<file path="config.mk">
export PLATFORM = sky130hd
export DESIGN_NAME = video_timing_sequencer_flat
export DESIGN_NICKNAME = d
export VERILOG_FILES = /design/src/rtl/video_timing_pkg.sv /design/src/rtl/video_timing_sequencer_if.sv /design/src/rtl/vts_frame_detect.sv /design/src/rtl/video_timing_sequencer.sv /design/src/flat_wrapper.sv
export SDC_FILE = /design/constraint.sdc
export NUM_CORES = 1
export LEC_CHECK = 0
export ABC_CLOCK_PERIOD_IN_PS = 6000
export CAP_MARGIN = 5
export CORE_AREA = 4 4 83 85
export CTS_CLUSTER_SIZE = 40
export DETAILED_ROUTE_END_ITERATION = 6
export DIE_AREA = 0 0 87 89
export PLACE_DENSITY = 0.69
export SLEW_MARGIN = 20
export SYNTH_ARGS = -nofsm -noshare
export SYNTH_HDL_FRONTEND = slang
export SYNTH_SLANG_ARGS = --single-unit
</file>
<file path="constraint.sdc">
create_clock -name pclk -period 6 [get_ports pclk]
set_input_delay 0.6 -clock pclk [delete_from_list [all_inputs] [get_ports pclk]]
set_output_delay 0.6 -clock pclk [all_outputs]
set_load 0.01 [all_outputs]
</file>
<file path="src/rtl/video_timing_pkg.sv">
// Shared types and mode constants for the video timing sequencer.
// Mode indices, polarity/interlace masks and the sequencer state encoding.
package video_timing_pkg;

    typedef logic [3:0] mode_t;

    localparam int    NUM_MODES     = 12;

    localparam mode_t MODE_1080P60  = 4'd0;
    localparam mode_t MODE_720P60   = 4'd1;
    localparam mode_t MODE_1080I60  = 4'd2;
    localparam mode_t MODE_480I60   = 4'd3;
    localparam mode_t MODE_480P60   = 4'd4;
    localparam mode_t MODE_1080I50  = 4'd5;
    localparam mode_t MODE_576P50   = 4'd6;
    localparam mode_t MODE_1080P50  = 4'd7;
    localparam mode_t MODE_720P50   = 4'd8;
    localparam mode_t MODE_1080P30  = 4'd9;
    localparam mode_t MODE_1080P24  = 4'd10;
    localparam mode_t MODE_768P60   = 4'd11;

    localparam logic [15:0] NEG_MASK   = 16'h0848;
    localparam logic [15:0] ILACE_MASK = 16'h002C;

    typedef enum logic [2:0] {
        IDLE,
        SETTLE,
        LOCK,
        RUN,
        DRAIN
    } state_t;

endpackage

</file>
<file path="src/rtl/video_timing_sequencer_if.sv">
// Host configuration handshake: requested mode index with valid/ready.
// The host drives through master, the sequencer responds through slave.
interface video_timing_sequencer_if;
    import video_timing_pkg::*;

    mode_t cfg_mode;
    logic  cfg_valid;
    logic  cfg_ready;

    modport master (
        output cfg_mode,
        output cfg_valid,
        input  cfg_ready
    );

    modport slave (
        input  cfg_mode,
        input  cfg_valid,
        output cfg_ready
    );

endinterface

</file>
<file path="src/rtl/vts_frame_detect.sv">
// Frame-start detector: normalises vsync polarity per mode and flags
// the leading edge, restricted to the odd field for interlaced modes.
module vts_frame_detect #(
    parameter logic [15:0] NEG_MASK   = 16'h0848,
    parameter logic [15:0] ILACE_MASK = 16'h002C
) (
    input  logic       pclk,
    input  logic       rst_n,
    input  logic [3:0] mode_sel,
    input  logic       gen_vsync,
    input  logic       gen_field,
    output logic       fs
);

    logic vs_act;
    logic vs_prev;
    logic odd_ok;

    assign vs_act = gen_vsync ^ NEG_MASK[mode_sel];
    assign odd_ok = ~(ILACE_MASK[mode_sel] & gen_field);
    assign fs     = vs_act & ~vs_prev & odd_ok;

    always_ff @(posedge pclk or negedge rst_n) begin
        if (!rst_n) begin
            vs_prev <= 1'b0;
        end else begin
            vs_prev <= vs_act;
        end
    end

endmodule

</file>
<file path="src/rtl/video_timing_sequencer.sv">
// Run-time controller for the sync generator bank: applies host mode and
// run/stop requests only at frame boundaries (drain, settle, lock).
module video_timing_sequencer #(
    parameter logic [3:0]       DEFAULT_MODE = 4'd0,
    parameter int               NUM_MODES    = video_timing_pkg::NUM_MODES,
    parameter logic [15:0]      NEG_MASK     = video_timing_pkg::NEG_MASK,
    parameter logic [15:0]      ILACE_MASK   = video_timing_pkg::ILACE_MASK,
    parameter int               SETTLE_CYC   = 64,
    parameter int               TMO_W        = 23,
    parameter logic [TMO_W-1:0] TMO_CYC      = TMO_W'(5_000_000)
) (
    input  logic                     pclk,
    input  logic                     rst_n,
    video_timing_sequencer_if.slave  cfg,
    input  logic                     run_req,
    input  logic                     pause_req,
    input  logic                     gen_vsync,
    input  logic                     gen_de,
    input  logic                     gen_field,
    output logic                     gen_enable,
    output logic                     gen_pause,
    output logic [3:0]               mode_sel,
    output logic                     locked,
    output logic                     busy,
    output logic                     err_timeout,
    output logic                     err_mode
);

    import video_timing_pkg::*;

    localparam logic [TMO_W-1:0] SETTLE_LAST = TMO_W'(SETTLE_CYC - 1);
    localparam logic [TMO_W-1:0] TMO_LAST    = TMO_CYC - TMO_W'(1);

    state_t           state;
    logic [3:0]       pending;
    logic             chg_pend;
    logic [TMO_W-1:0] cnt;
    logic             fs;
    logic             rdy;
    logic             acc;
    logic             acc_ok;

    assign rdy           = (state == IDLE) || (state == RUN && !chg_pend);
    assign cfg.cfg_ready = rdy;
    assign acc           = cfg.cfg_valid && rdy;
    assign acc_ok        = acc && (int'(cfg.cfg_mode) < NUM_MODES);

    vts_frame_detect #(
        .NEG_MASK   (NEG_MASK),
        .ILACE_MASK (ILACE_MASK)
    ) u_fd (
        .pclk      (pclk),
        .rst_n     (rst_n),
        .mode_sel  (mode_sel),
        .gen_vsync (gen_vsync),
        .gen_field (gen_field),
        .fs        (fs)
    );

    always_ff @(posedge pclk or negedge rst_n) begin
        if (!rst_n) begin
            state       <= IDLE;
            mode_sel    <= DEFAULT_MODE;
            pending     <= DEFAULT_MODE;
            chg_pend    <= 1'b0;
            cnt         <= '0;
            gen_enable  <= 1'b0;
            gen_pause   <= 1'b0;
            locked      <= 1'b0;
            busy        <= 1'b0;
            err_timeout <= 1'b0;
            err_mode    <= 1'b0;
        end else begin
            err_mode <= acc && !acc_ok;
            if (acc_ok) begin
                pending     <= cfg.cfg_mode;
                chg_pend    <= 1'b1;
                err_timeout <= 1'b0;
            end
            unique case (state)
                IDLE: begin
                    if (run_req) begin
                        // a mode accepted in this same cycle is the one started
                        state    <= SETTLE;
                        busy     <= 1'b1;
                        mode_sel <= acc_ok ? cfg.cfg_mode : pending;
                        chg_pend <= 1'b0;
                        cnt      <= '0;
                    end
                end
                SETTLE: begin
                    if (cnt == SETTLE_LAST) begin
                        state      <= LOCK;
                        gen_enable <= 1'b1;
                        cnt        <= '0;
                    end else begin
                        cnt <= cnt + TMO_W'(1);
                    end
                end
                LOCK: begin
                    if (!run_req) begin
                        state      <= IDLE;
                        busy       <= 1'b0;
                        gen_enable <= 1'b0;
                    end else if (fs) begin
                        state  <= RUN;
                        busy   <= 1'b0;
                        locked <= 1'b1;
                    end else if (cnt == TMO_LAST) begin
                        state       <= IDLE;
                        busy        <= 1'b0;
                        gen_enable  <= 1'b0;
                        err_timeout <= 1'b1;
                    end else begin
                        cnt <= cnt + TMO_W'(1);
                    end
                end
                RUN: begin
                    // a frozen generator never reaches fs, so hold off draining
                    if (gen_pause) begin
                        if (!pause_req) gen_pause <= 1'b0;
                    end else if (chg_pend || !run_req) begin
                        state <= DRAIN;
                        busy  <= 1'b1;
                    end else if (pause_req && !gen_de) begin
                        gen_pause <= 1'b1;
                    end
                end
                DRAIN: begin
                    if (fs) begin
                        gen_enable <= 1'b0;
                        locked     <= 1'b0;
                        if (run_req) begin
                            state    <= SETTLE;
                            mode_sel <= pending;
                            chg_pend <= 1'b0;
                            cnt      <= '0;
                        end else begin
                            state <= IDLE;
                            busy  <= 1'b0;
                        end
                    end
                end
                default: begin
                    state      <= IDLE;
                    busy       <= 1'b0;
                    gen_enable <= 1'b0;
                    gen_pause  <= 1'b0;
                    locked     <= 1'b0;
                end
            endcase
        end
    end

endmodule

</file>
<file path="src/flat_wrapper.sv">
// flat-port wrapper written by rule: the top's interface ports become plain ports
module video_timing_sequencer_flat import video_timing_pkg::*;
#(
    parameter logic [3:0]       DEFAULT_MODE = 4'd0,
    parameter int               NUM_MODES    = video_timing_pkg::NUM_MODES,
    parameter logic [15:0]      NEG_MASK     = video_timing_pkg::NEG_MASK,
    parameter logic [15:0]      ILACE_MASK   = video_timing_pkg::ILACE_MASK,
    parameter int               SETTLE_CYC   = 64,
    parameter int               TMO_W        = 23,
    parameter logic [TMO_W-1:0] TMO_CYC      = TMO_W'(5_000_000)
)
  (pclk, rst_n, run_req, pause_req, gen_vsync, gen_de, gen_field, gen_enable, gen_pause, mode_sel, locked, busy, err_timeout, err_mode, cfg_cfg_mode, cfg_cfg_valid, cfg_cfg_ready);
  video_timing_sequencer_if cfg_i ();
  input  logic pclk;
  input  logic rst_n;
  input  logic run_req;
  input  logic pause_req;
  input  logic gen_vsync;
  input  logic gen_de;
  input  logic gen_field;
  output logic gen_enable;
  output logic gen_pause;
  output logic [3:0] mode_sel;
  output logic locked;
  output logic busy;
  output logic err_timeout;
  output logic err_mode;
  input wire logic [$bits(cfg_i.cfg_mode)-1:0] cfg_cfg_mode;
  input wire logic [$bits(cfg_i.cfg_valid)-1:0] cfg_cfg_valid;
  output wire logic [$bits(cfg_i.cfg_ready)-1:0] cfg_cfg_ready;
  assign cfg_i.cfg_mode = cfg_cfg_mode;
  assign cfg_i.cfg_valid = cfg_cfg_valid;
  assign cfg_cfg_ready = cfg_i.cfg_ready;
  video_timing_sequencer #(.DEFAULT_MODE(DEFAULT_MODE), .NUM_MODES(NUM_MODES), .NEG_MASK(NEG_MASK), .ILACE_MASK(ILACE_MASK), .SETTLE_CYC(SETTLE_CYC), .TMO_W(TMO_W), .TMO_CYC(TMO_CYC)) u_core (.pclk(pclk), .rst_n(rst_n), .cfg(cfg_i), .run_req(run_req), .pause_req(pause_req), .gen_vsync(gen_vsync), .gen_de(gen_de), .gen_field(gen_field), .gen_enable(gen_enable), .gen_pause(gen_pause), .mode_sel(mode_sel), .locked(locked), .busy(busy), .err_timeout(err_timeout), .err_mode(err_mode));
endmodule
</file>
# --- Yosys cells after proc, flatten, opt, wreduce, memory -nomap -nowiden ---
# Memories as Yosys holds them, arrays and structs flattened.
# Cells that the tools add are included.
word_totals:
  ff_bits: 42
  latch_bits: 0
  ram_bits: 0
  romBits: 32
  input_bits: 12
  out_inout_bits: 11
  wordCells: 124
  mem_count: 2
memory_table:
  columns: ["name", "words", "width", "rd", "rd_ports_with_merged_regs", "write_ports", "line", "text"]
  rows:
  - ["(name not given)", 16, 1, 1, 0, 0, "vts_frame_detect.sv:20", "assign odd_ok = ~(ILACE_MASK[mode_sel] & gen_field);"]
  - ["(name not given)", 16, 1, 1, 0, 0, "vts_frame_detect.sv:19", "assign vs_act = gen_vsync ^ NEG_MASK[mode_sel];"]
classes:
  n_addsub: 1
  n_mul: 0
  div: 0
  order_cmp: 2
  eq_ne: 20
  shifts: 0
  muxes: 55
  bitwise: 9
  n_reduce_logical: 23
op_table:
  columns: ["operator", "n"]
  rows:
  - ["$mux W23", 6]
  - ["$pmux W23 S4", 1]
  - ["$mux W1", 29]
  - ["$mux W3", 8]
  - ["$add A23 B1 Y23 const B", 1]
  - ["$eq A23 B23 Y1 const B", 1]
  - ["$eq A23 B6 Y1 const B", 1]
  - ["$mux W4", 4]
  - ["$ne A2 B2 Y1 const B", 8]
  - ["$pmux W3 S5", 1]
  - ["$reduce_and A5 Y1", 2]
  - ["$pmux W4 S2", 1]
  - ["$reduce_and A4 Y1", 2]
  - ["$reduce_and A7 Y1", 1]
  - ["$eq A3 B2 Y1 const B", 2]
  - ["$ne A2 B1 Y1 const B", 3]
  - ["$reduce_and A6 Y1", 1]
  - ["$logic_and A1 B1 Y1", 5]
  - ["$lt A4 B5 Y1 const B", 1]
  - ["$not A1 Y1", 5]
  - ["$pmux W1 S5", 1]
  - ["$logic_not A1 Y1", 4]
  - ["$lt A4 B4 Y1 const B", 1]
  - ["$ne A4 B2 Y1 const B", 1]
  - ["other kinds (16)", 20]

# --- Depth between registers and ports, before layout ---
logic_depth:
  depth_word: 10
  ltp_mapped: 10

# --- Modules after synthesis ---
# A second synthesis with hierarchy kept.
hier_totals:
  hier_cells: 262
  hier_area_um2: 2393.5
modules_own_cells:
  columns: ["mod", "instances", "cells_per_inst", "area_each_um2", "seq_area_each_um2"]
  rows:
  - ["video_timing_sequencer", 1, 251, 2296.0, 1026.0]
  - ["vts_frame_detect", 1, 11, 97.6, 25.0]

# --- Worst setup path before layout ---
# No wires, ideal clock.
synth_path:
  path_type: "register -> register"
  start: "register u_core.mode_sel[2]"
  end: "register u_core.cnt[7]"
  setup_time_ns: 0.066
  arrival_ns: 2.168
  slack_ns: 3.766
  stages_incl_launch_ff: 9
  n_path_buf: 1
  period_less_slack_ns: 2.234
  cell_sequence: "dfrtp_1 > nand3b_1 > a21o_1 > a221oi_4 > a221oi_2 > buf_6 > a21oi_4 > or4b_1 > nand2_1"
synth_via:
  elab_chain_cells: 7
  word_cells_on_any_way: 12
  cone_classes: "2 x eq/ne; 2 x mux; 5 x bitwise; 1 x reduce/logical; 2 x memory"
synth_lines:
  columns: ["element", "line", "text"]
  rows:
  - ["from (decl)", "video_timing_sequencer.sv:22", "output logic [3:0] mode_sel,"]
  - ["from (signal assigned)", "video_timing_sequencer.sv:86", "mode_sel <= acc_ok ? cfg.cfg_mode : pending;"]
  - ["from (signal assigned)", "video_timing_sequencer.sv:135", "mode_sel <= pending;"]
  - ["$mem_v2 Z16 W1, on equally long branches", null, null]
  - ["$mux W1, on equally long branches", "vts_frame_detect.sv:19, vts_frame_detect.sv:20", null]
  - ["$xor A1 B1 Y1 or $and A1 B1 Y1 (tied branches)", "vts_frame_detect.sv:19, vts_frame_detect.sv:20", null]
  - ["$and A1 B1 Y1 or $not A1 Y1 (tied branches)", "vts_frame_detect.sv:21, vts_frame_detect.sv:20", null]
  - ["$and A1 B1 Y1 (*)", "vts_frame_detect.sv:21", "assign fs = vs_act & ~vs_prev & odd_ok;"]
  - ["$ne A2 B2 Y1 (no line) or $ne A2 B1 Y1 (tied branches)", null, null]
  - ["$reduce_and A5 Y1 (no line) (*)", null, null]
  - ["to (signal assigned)", "video_timing_sequencer.sv:97", "cnt <= cnt + TMO_W'(1);"]
  - ["to (signal assigned)", "video_timing_sequencer.sv:115", "cnt <= cnt + TMO_W'(1);"]
  - ["to (decl)", "video_timing_sequencer.sv:37", "logic [TMO_W-1:0] cnt;"]
# Mark *: on every way between the ends. The rest lies on a longest branch, timed or not. The select of a mux whose other input is x is not followed.
# A chain may end at the register's enable or synchronous reset.

# --- Final worst setup path ---
layout_path:
  start: "register u_core.cnt[9]"
  end: "register u_core.cnt[7]"
layout_via:
  elab_chain_cells: 3
  word_cells_on_any_way: 6
  cone_classes: "3 x eq/ne; 2 x mux; 1 x reduce/logical"
layout_lines:
  columns: ["element", "line"]
  rows:
  - ["$eq A23 B6 Y1 or $eq A23 B23 Y1 (tied branches)", "video_timing_sequencer.sv:92, video_timing_sequencer.sv:109"]
  - ["$mux W23 or $ne A2 B2 Y1 (tied branches)", null]
  - ["$pmux W23 S4 or $reduce_and A5 Y1 (tied branches)", null]
# Several ways; a longest one is shown, not always the timed one.

==> results.md <==
* Max Cap Viol at 0
* Power, Total at ~1.1 mW
* Clk_skew at between 8 and 9 ps
* Top FF cell, synth: dfrtp_1
* Antenna Nets Post-Route at 0
* DRT Pass-1 Iters at 4
* Root Driver: clkbuf_8
* Worst slew margin at 38.64%
* Number of flops mapped to enable cells by yosys at 0
* CP arrival at approximately 3000 ps
* Clock Sinks at 42
* Commonest non-fill, non-tap cell in the layout: dfrtp_1
* Largest net degree at the start of global routing at 43
* CP max FO at 19
* CP Launch Type: flip-flop
* Routed vias at between 1500 and 2000
* Post-CTS setup buffers at 0
* CTS tree: done
* Reg-to-Reg Start: u_core.cnt[9]$_DFFE_PN0P_
* CP top delay family: simple AND/OR/NAND/NOR gates
* Vias in the first global route at 1885
* Nets@finish at just under 300
* CORE AREA at slightly above 6000 um2
* Yosys top cell area share at roughly 44%
* CTS H-Tree Depth at 2
* Synth area leader: dfrtp_1
* Ys Warns at 0
* Num CTS Buffers at 5
* Final hold vios at 0
* Tmin final at approximately 2900 ps
* # hold bufs at CTS at 0
* DP Cell Count at about 350
* Crit path launch: u_core.cnt[9]$_DFFE_PN0P_
* Total Die Area at slightly below 8000 um2
* Post-route clock period utilization at 47.56%
* Worst Hold Class: in2async
* Yosys reg bits at between 40 and 50
* Routed len/inst at around 15 um
* Status: finished clean
* Starting Density at about two fifths
* DRT iter0 DRCs at 78
* Worst-path clk slew at around 90 ps
* Remaining DRCs at 0
* P&R area growth vs syn at 15.15%
* Worst Tran Pin Value at 920.4 ps
* Most frequent cells in the layout: dfrtp_1 (42), nand2_1 (34), nor2_1 (31), clkdlybuf4s50_1 (21), a21oi_1 (20)
* Avg Inst Size Synth at 9.253 um2
* Largest buffer count on any clock path at 2
* Detailed Place HPWL at about 3600 um
* Fmax at between 300 and 400 MHz
* Via density at around 5.5
* Register area share after synthesis at between 40% and 50%
* # setup viols final at 0
* Number of port buffers at 22
* Post-CTS sizing at 0
* Die Width at around 87 um
* Worst EP required at roughly 6200 ps
* GR Overflow Total at 0
* VDD IR-drop max at approximately 200 uV
* Non-filler cells, final at about 350
* Routed Wire Length at 5185 um
* Worst-Skew Late Latency at between 200 and 300 ps
* PwrDens at 416.0 nW/um2
* GRT Total Usage at roughly 14%
* Initial antenna violation count at 0
* Worst path max stage delay at slightly below 700 ps
* DIE HEIGHT at around 90 um
* Crit path buffers/inverters at 0
* Fraction of registers with async set/reset at between 90% and 100%
* Mapped Cells at around 260
* Leak at 1.097 nW
* CP Cell Sequence: or4_1, nor4_1, a21boi_1, a21oi_1, and2_1, or4b_1, nand2_1
* # IOs at 23
* Max Slew Vio Count at 0
* RSZ-0062 raised after global routing: no
* Gp weighted congestion at about 0.83
* Final TNS setup at 0 ps
* Row cnt at 29
* Setup Crit Path Kind: reg2reg
* Top post-synthesis cells by area: dfrtp_1 (44%), nand2_1 (5.3%), nor2_1 (4.9%)
* Global-route wire length before repair at 9018 um
* Antenna diode count at 0
* CP max-delay cell: and2_1
* Mapped Nets at about 270
* Mapped cell area at roughly 2400 um2
* CP Capture Type: flip-flop
* Fraction of final layout cells with drive strength greater than 1 at slightly above 8%
* Distinct cell type count after synthesis at 54
power breakdown:
group	switching, mW	internal (mW)
combinational	0.277	0.218
sequential	0.0763	0.347
clock	0.101	0.124
synth_stat cells, types with 2 or more instances:
master    number
nand3_1       10
o221ai_1       2
a22oi_1        2
or4_1          2
nand2_1       34
o22ai_1        3
a21oi_1       20
buf_6          2
a21o_1         2
mux2_2         6
clkbuf_1       6
nor2_1        31
nor4_1         3
o21ai_0       11
and2_1         3
o22a_1         3
nand3b_1       3
nand2b_1       6
nand4_1        8
and4_1         2
buf_2          3
and3_1         4
inv_1          3
nor2b_1        2
dfrtp_1       42
or3_1          7
xnor2_1       10
mux2i_1        2
final timing paths:
check	endpoint	slack, ps	cells after the start
setup / recovery	u_core.cnt[7]$_DFFE_PN0P_	3150	7
hold / removal	u_core.locked$_DFFE_PN0P_	440	1
setup reg to reg	u_core.cnt[7]$_DFFE_PN0P_	3150	7
hold reg to reg	u_core.err_timeout$_DFF_PN0_	480	2
max in group asynchronous	u_core.cnt[3]$_DFFE_PN0P_	4990	1
min in group pclk	u_core.err_timeout$_DFF_PN0_	480	2
worst reg2reg max path: cells and delay by family (launching register included):
kind	cells	cell delay (ps)
AO/OA/AOI/OAI	2	570
AND/OR/NAND/NOR	5	1690
flip-flops	1	460
cell families (layout without fill, tap and decap cells):
kind of cell	Yosys count	in the layout	synth area share [%]
XOR/XNOR	11	11	4.036
buffers and inverters	15	34	3.302
flip-flops	42	42	44.03
AO/OA/AOI/OAI	58	58	18.35
adder cells (fa/ha/maj)	1	1	0.5240
AND/OR/NAND/NOR	123	123	26.10
multiplexers	8	8	3.669
final cells by class:
class | instances | area (um2)
inverter | 3 | 11.26
tap | 77 | 96.34
fill | 611 | 3456
clock buffer | 6 | 72.57
clock inverter | 2 | 37.54
multi-input combinational | 201 | 1257
timing repair buffer | 23 | 222.7
sequential | 42 | 1051
state kept, by name, indices dropped and copies added, names as in the netlist, 3 cells and up:
signal and flops:
u_core.cnt 23, u_core.mode_sel 4, u_core.pending 4, u_core.state 3
per-layer routing:
layer,share of wire (%),track usage (%)
met2,47,23.95
met1,48,19.47
met5,0,0
met4,0.56,2.975
met3,4.7,3.041
stage by stage:
step,setup WS (ps),hold WS (ps),util (%),instance area [um2]
detailed placement,2841,472.7,42.41,2631
CTS,3131,482.0,44.18,2741
floorplan,3767,304.4,-,2387
global route,2885,519.5,44.30,2749
global placement,2887,462.8,42.41,2631
finish,3146,437.4,44.30,2749
Power figures use the tool's default switching activity.
